`config.mk`:
```
export PLATFORM = sky130hd
export DESIGN_NAME = img2col_map_seq
export DESIGN_NICKNAME = d
export VERILOG_FILES = /design/src/rtl/img2col_map_seq.sv
export SDC_FILE = /design/constraint.sdc
export NUM_CORES = 1
export LEC_CHECK = 0
export CAP_MARGIN = 30
export CORE_MARGIN = 2
export CORE_UTILIZATION = 30
export CTS_CLUSTER_DIAMETER = 120
export DETAILED_ROUTE_END_ITERATION = 7
export HOLD_SLACK_MARGIN = 0.06
export PLACE_DENSITY = 0.58
export SETUP_SLACK_MARGIN = 0.02
export SLEW_MARGIN = 5
export SYNTH_ARGS = -nofsm -noshare
export SYNTH_HDL_FRONTEND = slang
export SYNTH_SLANG_ARGS = --single-unit
```
`constraint.sdc`:
```
create_clock -name clk -period 2.2 [get_ports clk]
set_input_delay 0.22 -clock clk [delete_from_list [all_inputs] [get_ports clk]]
set_output_delay 0.22 -clock clk [all_outputs]
set_load 0.02 [all_outputs]
```
`src/rtl/img2col_map_seq.sv`:
```
// img2col_map_seq: img2col PU-array mapping sequencer (BUFFER prefill then handshaked WORK sweep); MAP_SEQ_STALL_CNT_EN adds stall_cnt
module img2col_map_seq #(
  parameter int IMG_ROWS = 28,
  parameter int NUM_PU = 28,
  parameter int KERNEL = 5,
  parameter int CNT_W = $clog2((IMG_ROWS > NUM_PU) ? IMG_ROWS : NUM_PU) + 1
) (
  input  logic             clk,
  input  logic             rst,
  input  logic             start,
  input  logic             abort,
  input  logic [NUM_PU-1:0] nb_ready,
  output logic [CNT_W-1:0] pu_addr,
  output logic [CNT_W-1:0] pu_no,
  output logic [CNT_W-1:0] row_no,
  output logic [CNT_W-1:0] round,
  output logic             busy,
  output logic             done
`ifdef MAP_SEQ_STALL_CNT_EN
  ,
  output logic [31:0]      stall_cnt
`endif
);
  typedef enum logic [1:0] {IDLE, BUFFER, WORK, DONE} state_t;
  localparam logic [CNT_W-1:0] A_LAST = CNT_W'(KERNEL - 1);
  localparam logic [CNT_W-1:0] P_LAST = CNT_W'(NUM_PU - 1);
  localparam logic [CNT_W-1:0] R_BUF = CNT_W'(KERNEL - 2);
  localparam logic [CNT_W-1:0] R_LAST = CNT_W'(IMG_ROWS - KERNEL);
  state_t state, state_n;
  logic [CNT_W-1:0] addr_n, pu_n, row_n, round_n, step_addr, step_pu, step_row;
  logic [NUM_PU-1:0] rdy_vec;
  logic slot_end, row_end, rdy, stall;
  assign slot_end = pu_addr == A_LAST;
  assign row_end = slot_end && pu_no == P_LAST;
  assign rdy_vec = nb_ready >> pu_no;
  assign rdy = rdy_vec[0];
  assign stall = state == WORK && slot_end && !rdy;
  assign step_addr = slot_end ? '0 : pu_addr + 1'b1;
  assign step_pu = slot_end ? (row_end ? '0 : pu_no + 1'b1) : pu_no;
  assign step_row = row_end ? row_no + 1'b1 : row_no;
  assign busy = state == BUFFER || state == WORK;
  assign done = state == DONE;
  always_comb begin
    state_n = state;
    addr_n = pu_addr;
    pu_n = pu_no;
    row_n = row_no;
    round_n = round;
    if (abort) begin
      state_n = IDLE;
      addr_n = '0;
      pu_n = '0;
      row_n = '0;
      round_n = '0;
    end else begin
      unique case (state)
        IDLE: begin
          state_n = start ? BUFFER : IDLE;
          addr_n = '0;
          pu_n = '0;
          row_n = '0;
          round_n = '0;
        end
        BUFFER: begin
          state_n = (row_end && row_no == R_BUF) ? WORK : BUFFER;
          addr_n = step_addr;
          pu_n = step_pu;
          row_n = step_row;
          round_n = '0;
        end
        WORK: begin
          if (!stall && row_end && round == R_LAST) state_n = DONE;
          else if (!stall) begin
            addr_n = step_addr;
            pu_n = step_pu;
            row_n = step_row;
            round_n = row_end ? round + 1'b1 : round;
          end
        end
        DONE: begin
          state_n = IDLE;
          addr_n = '0;
          pu_n = '0;
          row_n = '0;
          round_n = '0;
        end
      endcase
    end
  end
  always_ff @(posedge clk) begin
    if (rst) begin
      state <= IDLE;
      pu_addr <= '0;
      pu_no <= '0;
      row_no <= '0;
      round <= '0;
    end else begin
      state <= state_n;
      pu_addr <= addr_n;
      pu_no <= pu_n;
      row_no <= row_n;
      round <= round_n;
    end
  end
`ifdef MAP_SEQ_STALL_CNT_EN
  always_ff @(posedge clk) begin
    if (rst || (state == IDLE && start && !abort)) stall_cnt <= '0;
    else if (stall && !abort && stall_cnt != 32'hFFFF_FFFF) stall_cnt <= stall_cnt + 1'b1;
  end
`endif
endmodule
```
Word level (Yosys, flattened, before mapping)
Index checks and enable logic that the tools add are counted.
{ "totals": {"reg_bits": 26, "out_inout_bits": 26} }
{ "classes": {"n_addsub": 4, "n_eq_ne": 11, "shift": 1, "n_reduce_logical": 15, "mux": 21} }
{ "ops": {"columns": ["op", "count"], "rows": [
  ["$mux 6", 13],
  ["$pmux 6 s3", 3],
  ["$shr 28x6->1", 1],
  ["$add 6x1->6 const B", 4],
  ["$eq 6x5->1 const B", 2],
  ["$pmux 6 s2", 1],
  ["$pmux 2 s4", 1],
  ["$eq 6x2->1 const B", 1],
  ["$eq 6x3->1 const B", 1],
  ["$logic_and 1x1->1", 6],
  ["$ne 2x2->1 const B", 3],
  ["$eq 2x2->1 const B", 2],
  ["$mux 2", 2],
  ["$reduce_or 2->1", 2],
  ["$reduce_and 3->1", 1],
  ["$reduce_or 3->1", 1],
  ["$eq 2x1->1 const B", 1],
  ["$logic_not 1->1", 2],
  ["$logic_not 2->1", 1],
  ["$ne 2x1->1 const B", 1],
  ["$reduce_and 2->1", 1],
  ["$logic_or 1x1->1", 1],
  ["$mux 1", 1]
]} }

Longest topological paths before layout
{ "depth": {"word_depth": 8, "mapped_depth": 9, "depth_no_buf": 8} }

Least setup slack after synthesis
OpenSTA, ideal clock, no wires.
{ "synth_path": {"kind": "register to register", "start": "reg pu_addr[0]", "end": "reg row_no[4]", "t_arrival_ps": 2234, "n_path_buf": 1, "required_ps": 2130, "path_slack_ps": -104, "setup_ps": 70, "stages_incl_launch_ff": 10, "cell_sequence": "dfxtp_1 > inv_1 > ha_1 > and4bb_2 > and4b_4 > and3_4 > nand2b_1 > clkbuf_2 > or4_1 > a21oi_1"} }
{ "synth_between": {"elab_chain_len": 8} }
{ "synth_rtl": {"columns": ["element", "line_no", "source"], "rows": [
  ["start, declared", "13", "output logic [CNT_W-1:0] pu_addr,"],
  ["start signal, assigned", "99", "pu_addr <= addr_n;"],
  ["$eq 6x3->1 *", "33", "assign slot_end = pu_addr == A_LAST;"],
  ["$logic_and 1x1->1 (2 in series)", "37", "assign stall = state == WORK && slot_end && !rdy;"],
  ["$logic_not 1->1", null, null],
  ["$logic_and 1x1->1 (2 in series)", "72", "if (!stall && row_end && round == R_LAST) state_n = DONE;"],
  ["$ne 2x2->1 (no source line)", null, null],
  ["$reduce_and 2->1 (no source line)", null, null],
  ["end signal, assigned", "101", "row_no <= row_n;"],
  ["end, declared", "15", "output logic [CNT_W-1:0] row_no,"]
]} }
Every way passes the cells marked *; elsewhere a longest branch is shown, timed or not. The select of a mux whose other input is x is not followed.
A chain may end at the register's enable or synchronous reset.

Worst setup path in the final report
{ "layout_path": {"start": "reg pu_addr[0]", "end": "reg row_no[3]"} }
Same word-level chain as after synthesis.

==> impl_metrics.ini <==
[run]
maxCapViolCount = 0

[synth]
ys_top_cells_by_area = dfxtp_1, mux4_1, ha_1, nand2_1, a32o_1
ys_warn_count = 0
syn_area_sq_um = 1860
avgSynthCellArea_sq_um = 9.36
ys_types = 53
synth_top_area_share_pct = 27.9
synth_edf_count = 0
syn_inst = 199
synth_top_area_cell = dfxtp_1
synthArstFlopShare_pct = 0
yosys_register_bits = 26
yosysSeqAreaShare_pct = 27.9
synth_nets = 241
ys.flop_type = dfxtp_1

[hold_path]
hold_start = row_no[5]$_SDFFE_PP0P_
hp-class = register to register
hold-path-endpoint = row_no[5]$_SDFFE_PP0P_
hold_depth = 2

[layout]
fin_cells = 351
final_common_cell = clkdlybuf4s50_1
drive_above_1_share_pct = 22.5
layout_common_cells = clkdlybuf4s50_1, nand2_1, buf_4, dfxtp_1, nand3_1
syn2layout_area_growth_pct = 46.7
nets = 319
fillers = 604
diodes = 0

[floorplanning]
die_area_sq_um = 6860
die_x_microns = 82.8
initial_core_util_pct = 31.3
num_io_pins = 58
coreArea_sq_um = 5960
rows = 28
die_h_microns = 82.8

[place]
dp_cells = 344
gp_congestion = 0.797
port_buffers = 57
post-place-ws_ps = -197
dpl.hpwl_microns = 3720

[sta]
relSlewSlack_pct = 69.8
fin_tns_setup_ps = 0
fin_worst_skew_ps = 0.952
min_period_ps = 2130
drv_slew = 0
worstMarginPinSlew_ps = 450
setup_viol = 0
post-route-period-util_pct = 96.9
max_freq_mhz = 469
rsz0062_at_grt = yes
timing.final.hold_violations = 0
setup_slack_ps = 67.7

[worst_setup_path]
crit_type = register to register
crit_start = pu_addr[0]$_SDFFE_PP0P_
worstPathRequired_ps = 2420
start_kind = register
reg2reg_from = pu_addr[0]$_SDFFE_PP0P_
critPathCaptureType = register
r2r-end = row_no[3]$_SDFFE_PP0P_
rrSetupSlack_ps = 70
reg2regPathDepth = 8
worstPathArrival_ps = 2350
cp_max_fo = 6

[drt]
drc = 0
via_count = 1853
dr_wl_met3_microns = 265
drtIter0Drc = 116
routed_wl_microns = 4940
routed-wl-met2_microns = 2300
highest_layer = met4
ant_nets = 0
met1Wirelength_microns = 2340
wl_per_cell_microns = 14.1
viasPerCell = 5.28
drt_pass1_iterations = 5

[power_and_ir_drop]
ir_drop_v = 0.000250
p_total_uw = 877
power.density_nw_per_um2 = 321
p_leak_uw = 0.000999

[global_route]
grt_pass1_wl_microns = 8200
antenna_found_initial = 0
grt.total_usage_pct = 14.2
grt_overflow = 0
grt_pass1_vias = 1748
grt_max_degree = 20

[clocking]
cts_max_path_buffers = 2
numCtsBuffers = 3
worstSkewPairLatency_ps = 270
htree_levels = 1
cts.sinks = 26
cts.clk_slew.worst_paths_ps = 90
cts_hold_buf = 0
cts_tree = done
cts_root_buf = clkbuf_8

[run_status]
status = finished, final reports clean
[cells by family after synthesis]
kind of cell               after synthesis  share of synthesized area (%)
and+or+nand+nor                         87                           26.4
AOI/OAI and AO/OA                       41                           17.2
DFF                                     26                           27.9
buffers and inverters                   17                           6.51
muxes                                   14                           13.4
adders and majority gates               10                           6.72
xor gates and xnor gates                 4                           1.88
[power by group]
group | switching (uW) | total (uW) | leakage [uW] | internal, uW
Sequential | 2.45 | 471 | 0.000213 | 469
Clock | 158 | 284 | 0.0000231 | 125
Combinational | 43.6 | 123 | 0.000763 | 79.1
Total | 204 | 877 | 0.000999 | 673
[final cells by class]
cell class | instances | area, sq um | area share, %
clock buffers | 3 | 41.3 | 1.51
well taps | 75 | 93.8 | 3.43
clock inverters | 1 | 3.75 | 0.137
inverters | 8 | 30.0 | 1.10
multi-input cells | 156 | 1270 | 46.4
repair buffers | 82 | 761 | 27.8
flip-flops and latches | 26 | 534 | 19.6
[per-layer routing]
metal / up-vias / track usage, %
li1: 910 / -
met1: 885 / 20.0
met2: 52 / 22.7
met3: 6 / 2.88
met4: 0 / 2.24
met5: - / 0
[synthesized netlist by cell type (all sizes together) (2+ instances only)]
| master | count |
|---|---|
| nand4 | 2 |
| o31ai | 4 |
| mux2i | 5 |
| mux2 | 2 |
| nor3b | 2 |
| o21ai | 8 |
| or2 | 3 |
| nand4b | 3 |
| buf | 5 |
| or4 | 3 |
| or3 | 2 |
| and3 | 2 |
| a21oi | 12 |
| mux4 | 7 |
| clkbuf | 4 |
| a32o | 8 |
| xor2 | 3 |
| nand2 | 28 |
| nand2b | 2 |
| ha | 10 |
| a2bb2oi | 2 |
| nor3 | 11 |
| nand3 | 11 |
| inv | 8 |
| dfxtp | 26 |
| nor2 | 10 |
| nor4 | 2 |
| and4bb | 2 |
[flip-flops by register name (all words and copies together), names as in the netlist, named ones only]
| register | cells |
|---|---|
| state | 1 |
| pu_no | 6 |
| round | 6 |
| row_no | 6 |
| pu_addr | 6 |
[stage by stage]
step / instance area, sq um / hold slack, ps / utilization [%]
after floorplan: 1870 / 484 / -
after global placement: 2610 / 489 / 43.8
after detailed placement: 2610 / 498 / 43.8
after CTS: 2670 / 518 / 44.8
after global routing: 2730 / 545 / 45.9
final: 2730 / 514 / 45.9
[worst max path at each step]
stage                                  end  slack (ps)  cells after the start
floorplan           row_no[4]$_SDFFE_PP0P_          30                      9
global placement     round[2]$_SDFFE_PP0P_        -190                      8
detailed placement   round[2]$_SDFFE_PP0P_        -200                      8
CTS                  pu_no[1]$_SDFFE_PP0P_          50                      8
global route         round[2]$_SDFFE_PP0P_         -10                      8
finish              row_no[3]$_SDFFE_PP0P_          70                      8
[worst max-delay path: stages (launching register included)]
cell	delay (ps)
dfxtp_4	360
inv_1	60
ha_1	210
and4bb_2	240
and4b_4	210
and3_4	200
nand2b_4	170
or4_1	500
a21oi_2	130
[repair_timing]
action                     in CTS  in global routing
buffers inserted                0                  3
pin swaps                       0                  4
resized for setup               4                 11
setup endpoints to repair      11                 16
No activity file was read; power rests on OpenSTA's default activity.
